<file path="src/rtl/sat_counter.sv">
// Saturating up-counter with synchronous clear.
// Clear has priority over increment.
module sat_counter #(
    parameter int W = 4
) (
    input  logic         clk,
    input  logic         reset_n,
    input  logic         clr,
    input  logic         inc,
    output logic [W-1:0] q
);
    logic [W-1:0] r_q;

    always_ff @(posedge clk or negedge reset_n) begin
        if (!reset_n) begin
            r_q <= '0;
        end else if (clr) begin
            r_q <= '0;
        end else if (inc && (r_q != {W{1'b1}})) begin
            r_q <= r_q + 1'b1;
        end
    end

    assign q = r_q;
endmodule

</file>
<file path="config.mk">
export PLATFORM = sky130hd
export DESIGN_NAME = sat_counter
export DESIGN_NICKNAME = d
export VERILOG_FILES = /design/src/rtl/sat_counter.sv
export SDC_FILE = /design/constraint.sdc
export NUM_CORES = 1
export LEC_CHECK = 0
export ABC_AREA = 1
export ABC_CLOCK_PERIOD_IN_PS = 1200
export CAP_MARGIN = 20
export CORE_AREA = 2 2 39 41
export DETAILED_ROUTE_END_ITERATION = 8
export DIE_AREA = 0 0 41 43
export GPL_ROUTABILITY_DRIVEN = 0
export HOLD_SLACK_MARGIN = 0.02
export PLACE_DENSITY = 0.35
export SYNTH_ARGS = -nofsm -noshare
export SYNTH_HDL_FRONTEND = slang
export SYNTH_SLANG_ARGS = --single-unit
export TNS_END_PERCENT = 20
</file>
<file path="constraint.sdc">
create_clock -name clk -period 1.2 [get_ports clk]
set_input_delay 0.18 -clock clk [delete_from_list [all_inputs] [get_ports clk]]
set_output_delay 0.18 -clock clk [all_outputs]
set_load 0.03 [all_outputs]
</file>
### Yosys cells after proc, flatten, opt, wreduce, memory -nomap -nowiden

Cells that the tools add are included.

* register bits after elaboration: 4
* bits of input ports: 4
* output and inout port bits: 4
* word-level logic and storage cells: 7

* add/subtract/negate cells: 1
* eq/ne operators: 1
* muxes and demuxes: 2
* reduce and logical (&&, ||, !) cells: 2

Operators by type and width (count)
* $mux W4: 2
* $add A4 B1 Y4 const B: 1
* $ne A4 B4 Y1 const B: 1
* $reduce_bool A2 Y1: 1
* $logic_and A1 B1 Y1: 1

### Depth between registers and ports, before layout

Gate-level depths: netlist of run 1.

* depth in word-level cells: 4
* depth in mapped cells: 7
* gate-level depth less buffers: 7

### Worst setup path before layout of run 1

Ideal clock, no wire load.

* path type: register to register
* start point: reg r_q[0], in the netlist q[0]
* end point: reg r_q[3], in the netlist q[3]
* setup time: 65 ps
* arrival: 1179 ps
* required time: 1135 ps
* path slack: -44 ps
* cell stages (with the launch flop): 8
* path buffers: 0
* clock period less this slack: 1244 ps
* cells stage by stage: dfrtp_1 > ha_1 > nand3_1 > nand2_2 > nand2_2 > inv_2 > nand2_1 > nand2_1

* cells in the longest elaborated chain, start to end: 3
* elaborated cells between the ends (all ways): 6
* those cells by class: add/sub (1); eq/ne (1); mux (2); reduce/logical (2)

Ends and longest elaborated chain
* start: declaration: line 12 `logic [W-1:0] r_q;`
* start signal: assignment: line 20 `r_q <= r_q + 1'b1;`
* $add A4 B1 Y4 or $ne A4 B4 Y1 (tied branches): line 20, 19
* $mux W4 or $logic_and A1 B1 Y1 (tied branches): line 19 `end else if (inc && (r_q != {W{1'b1}})) begin`
* $mux W4 or $reduce_bool A2 Y1 (tied branches)

Several ways; a longest one is shown, not always the timed one. The select of a mux whose other input is x is not followed.
A chain may end at the register's enable or synchronous reset.

### Worst setup path after layout of run 1

* start point: reg r_q[0], in the netlist q[0]
* end point: out q[0]

RTL lines
* end: declaration: line 10 `output logic [W-1:0] q`

No word-level cell between the ends.

==> run summary, run 1 <==
status -> finished clean
I/O pin cnt -> 8
gr ovfl total -> 0
Slew @ Worst Pin -> 0.185 ns
Critical R2R Launch -> q[0]$_DFFE_PN0P_
Sum Neg Setup Slack -> 0 ns
met1 Use GR -> 0.0906
power share of the combinational group -> 0.201
pre-CTS setup slack -> 0.0813 ns
P&R area growth vs syn -> 56.7%
worst hold path type -> in2async
reg2reg end -> q[3]$_DFFE_PN0P_
CP Max Fanout -> 5
# diodes -> 0
Hold Fails Final Rpt -> 0
CTS tree -> built
drc violations -> 0
R2R depth -> 7
GRT met3 Usage -> 0.0157
Setup crit start kind -> flip-flop
met2 GRT Util -> 0.0781
largest net degree at the start of global routing -> 7
post-route minimum period -> 1.13 ns
worst vdd ir -> 0.000438 V
WL per Instance -> 8.16 um
Crit path required time -> 1.02 ns
TritonRoute pass-1 iters -> 4
Seq/Total Area, Yosys -> 0.449
H-tree levels -> 1
clk_lat worst skew -> 0.23 ns
die height -> 43 um
Switching Share -> 0.257
placed insts -> 54
max-cap violation count -> 0
clk root buf -> clkbuf_4
sequential share of power -> 0.364
syn_area_per_cell -> 7.68 um^2
Initial Utilization -> 0.161
global-route wire length before repair -> 779 um
Starting DRT DRC Count -> 7
Post-Syn Instances -> 29
vias in the first global route -> 209
setup clock skew after layout -> 0.00477 ns
unique cell type count in the Yosys netlist -> 10
final WL -> 473 um
Nets -> 48
PwrDens -> 1180 mW/mm^2
IO Port Bufs -> 7
P_sw -> 106 uW
final worst path period share -> 0.938
clock network fraction of total power -> 0.434
share of the synthesized area in the top cell type -> 0.449
Die W -> 41 um
Rows -> 14
number of buffers created by CTS -> 3
remaining antenna violation count -> 0
final std cells w/o fill -> 58
busiest grt layer -> met1
static leakage -> 0.000192 uW
setup slack after layout -> 0.0748 ns
dpl hpwl -> 405 um
Rel. slew slack -> 0.877
RSZ-0062 raised after global routing -> no
arrival time at the worst endpoint -> 0.95 ns
Max Fclk -> 0.889 GHz
final-report max-slew violation count -> 0
Mapped Nets -> 34
worst reg2reg setup slack -> 0.13 ns
DR vias/cell -> 3.72
Total GRT Usage -> 0.0684
vias -> 216
initial antenna violation count -> 0
Setup CP Type -> reg2out
die area -> 0.00176 mm^2
CTS clk-pin slew, worst paths -> 0.04 ns
final setup fails -> 0
Synth Cell Area -> 223 um^2
layout cells sized above 1 -> 0.357
Synth Warn # -> 0
top cells by area, synth -> dfrtp_1 45%, nand2_1 17%, nand3_1 9.0%
Clock Sinks -> 4
WHS -> 0.145 ns
FF+latch count, synth -> 4
internal power -> 306 uW
number of flip-flops in the largest register -> 4
area leader, netlist -> dfrtp_1
area of the core -> 0.00138 mm^2
buffer depth of the longest clock path -> 2
CP endpoint kind -> output pin
-- critical path, cell delays in order, from the launching register on --
cell     delay (ns)
dfrtp_2        0.40
buf_4          0.15
buf_4          0.16
-- final cells by class --
cell class / count / area, um^2
clock buffer: 4 / 26.3
fill: 165 / 1030
inverter: 4 / 15.0
multi-input combinational: 21 / 110
sequential: 4 / 103
tap: 16 / 20.0
timing repair buffer: 9 / 75.1
-- worst max path at each step --
stage                            end  slack (ns)              from  depth (start not counted)
floorplan           q[3]$_DFFE_PN0P_        0.02  q[0]$_DFFE_PN0P_                          7
global placement    q[1]$_DFFE_PN0P_        0.09  q[0]$_DFFE_PN0P_                          7
detailed placement  q[3]$_DFFE_PN0P_        0.08               clr                          6
CTS                             q[0]        0.06  q[0]$_DFFE_PN0P_                          2
global route        q[3]$_DFFE_PN0P_        0.02  q[0]$_DFFE_PN0P_                          7
finish                          q[0]        0.07  q[0]$_DFFE_PN0P_                          2
-- kinds of logic (layout without fill, tap and decap cells) --
| logic type | Yosys count | in the layout | share of synthesized area |
|---|---|---|---|
| XOR/XNOR | 1 | 1 | 0.0393 |
| adder cells (fa/ha/maj) | 1 | 1 | 0.0562 |
| buffers and inverters | 4 | 17 | 0.0674 |
| flip-flops | 4 | 4 | 0.449 |
| AND/OR/NAND/NOR | 19 | 19 | 0.388 |
-- cells in the mapped netlist --
| cell type | instances |
|---|---|
| nor2_1 | 1 |
| dfrtp_1 | 4 |
| nand2_2 | 2 |
| nand4_1 | 2 |
| ha_1 | 1 |
| nand3_1 | 4 |
| xor2_1 | 1 |
| nand2_1 | 10 |
| inv_2 | 1 |
| inv_1 | 3 |
-- per-stage QoR --
stage / instance area (um^2) / utilization / power, uW
floorplan: 225 / - / 194
global placement: 320 / 0.231 / 236
detailed placement: 320 / 0.231 / 236
CTS: 347 / 0.250 / 426
global route: 349 / 0.252 / 454
finish: 349 / 0.252 / 412
-- power by group through the flow --
stage / Combinational, uW / Sequential [uW] / Clock (uW)
2_1_floorplan: 21.7 / 172 / 0
3_3_place_gp: 84.6 / 152 / 0
3_5_place_dp: 84.0 / 152 / 0
4_1_cts: 84.3 / 150 / 192
5_1_grt: 92.0 / 151 / 211
6_report: 83.0 / 150 / 179
-- placed cells by master, fill, tap and decap left out --
master / instances
nand4_1: 2
clkbuf_1: 1
dfrtp_1: 2
clkbuf_4: 3
clkdlybuf4s50_1: 3
nor2_1: 1
ha_2: 1
inv_1: 3
nand2_2: 2
dfrtp_2: 2
buf_4: 6
nand3_1: 4
nand2_1: 10
inv_2: 1
xor2_1: 1
-- repair_timing --
item / in CTS / in global routing
buffers inserted: 0 / 0
gates resized for setup: 0 / 1
endpoints found under the setup margin: 0 / 1
hold buffers: 0 / 0
-- per-layer routing --
layer / up-vias / wire (um)
li1: 118 / -
met1: 93 / 205
met2: 5 / 235
met3: 0 / 32
met4: 0 / 0
met5: - / 0
(Power assumes the default switching activity.)
==> run 2, diff against run 1 <==
- CTS_CLUSTER_DIAMETER: default -> 50
==> results of run 2 <==
Same layout as run 1: the final DEF is identical, and so are final timing and power.
==> RTL edit (flow settings as in run 2) <==
Put one more register stage on the output `q`, with the module's reset. The value now appears one clock later.
--- a/src/rtl/sat_counter.sv
+++ b/src/rtl/sat_counter.sv
@@ -23,3 +23,9 @@
 
-    assign q = r_q;
+    always_ff @(posedge clk or negedge reset_n) begin
+        if (!reset_n) begin
+            q <= '0;
+        end else begin
+            q <= r_q;
+        end
+    end
 endmodule
Function: changed (Yosys sat finds a counterexample within 4 cycles, from zero or initial values and one cycle with reset_n low).
==> RTL edit against run 2 <==
- sequential share of layout area up 15 points
- worst setup slack better by 1.2 ps
- global-route usage up 3.2 points
- area after synthesis up 45%
- non-clock buffer count unchanged
- final cell count up 5.2%
- power up 38%
- clock power up 8%
- wire length up 20%
- sequential cell count up 4
- combinational power up 0.8%
- design area up 28%
==> RTL edit: results (changes against run 2) <==
P_leak=0.2538 nW (was 0.1920 nW); WL/cell=9.328 um (was 8.155 um); Placement Setup Slack=55.98 ps (was 81.31 ps); Starting DRT DRC Count=3 (was 7); delay-heaviest family, CP=buffers and inverters (was flip-flops); Peak supply drop=0.3391 mV (was 0.4382 mV); Final nets=52 (was 48); register area share after synthesis=62.02% (was 44.94%); largest net degree at the start of global routing=9 (was 7); xor/xnor cell area share of the yosys netlist=2.713% (was 3.933%); first-pass GRT wire length=1041 um (was 779 um); peak fanout along the critical path=1 (was 5); HPWL reported at the end of detailed placement=458.8 um (was 405 um); Global Route Usage Sum=10.03% (was 6.841%); post-synthesis instance total=33 (was 29); Post-Synth Adder-Cell Area=3.876% (was 5.618%); placed insts=58 (was 54); Worst slew margin=76.87% (was 87.65%); Synth area leaders=dfrtp_1 (62%), nand2_1 (12%), nand3_1 (6.2%) (was dfrtp_1 (45%), nand2_1 (17%), nand3_1 (9.0%)); status=finished clean (unchanged); Syn Nets=38 (was 34); number of global-route vias before repair=247 (was 209); Crit-path slowest cell=dlygate4sd2_1 (was dfrtp_2); top cells by count, synth=nand2_1 (10), dfrtp_1 (8), nand3_1 (4) (was nand2_1 (10), dfrtp_1 (4), nand3_1 (4)); Final Critical Period=1124 ps (was 1125 ps)
[RTL edit: cell count changes after synthesis]
cell	change
dfrtp_1	+4
[RTL edit: final cells by class]
class | count | area [sq um]
tap | 16 | 20.02
fill | 153 | 937.1
inverter | 4 | 15.01
sequential | 8 | 200.2
clock buffer | 3 | 22.52
multi-input combinational | 21 | 110.1
timing repair buffer | 9 | 78.83
[RTL edit: metal layers]
metal  global-route usage (%)  vias up  wire length (um)
li1                         -      132                 -
met5                        0        -                 0
met4                    14.00        0                19
met1                    11.59      113               253
met3                    3.141        2                18
met2                    11.56       10               278
[RTL edit: final timing paths]
path	from	end	cells after the start
hold reg to reg	r_q[3]	q[3]	0
min in group clk	r_q[3]	q[3]	0
setup reg to reg	r_q[0]	r_q[0]	7
hold / removal	reset_n	r_q[1]	1
setup / recovery	q[1]	q[1]	1
max in group asynchronous	reset_n	q[2]	1
[RTL edit: worst register-to-register path: stages, from the launching register on]
cell	delay, ps
dfrtp_1	380
ha_2	200
nand3_1	80
nand2_2	60
nand2_2	70
inv_2	50
nand2_1	50
nand2_1	50
[RTL edit: timing repair]
item                                    CTS  global route
cloned                                    0             0
endpoints found under the setup margin    3             2
resized for setup                         3             1
[RTL edit: cell families after synthesis]
logic type,Yosys count
fa+ha+maj,1
flops,8
buf+inv,4
xor+xnor,1
simple gates,19
[RTL edit: through the flow]
step / util [%] / area [sq um]
6_report: 32.28 / 446.7
5_1_grt: 32.28 / 446.7
4_1_cts: 32.10 / 444.2
3_5_place_dp: 30.74 / 425.4
3_3_place_gp: 30.74 / 425.4
2_1_floorplan: - / 322.8
[RTL edit: power breakdown]
part	leakage [nW]	switching, mW	internal [mW]
Combinational	0.132	0.0487	0.0350
Sequential	0.108	0.00674	0.286
Clock	0.0138	0.0806	0.114
Total	0.254	0.136	0.434
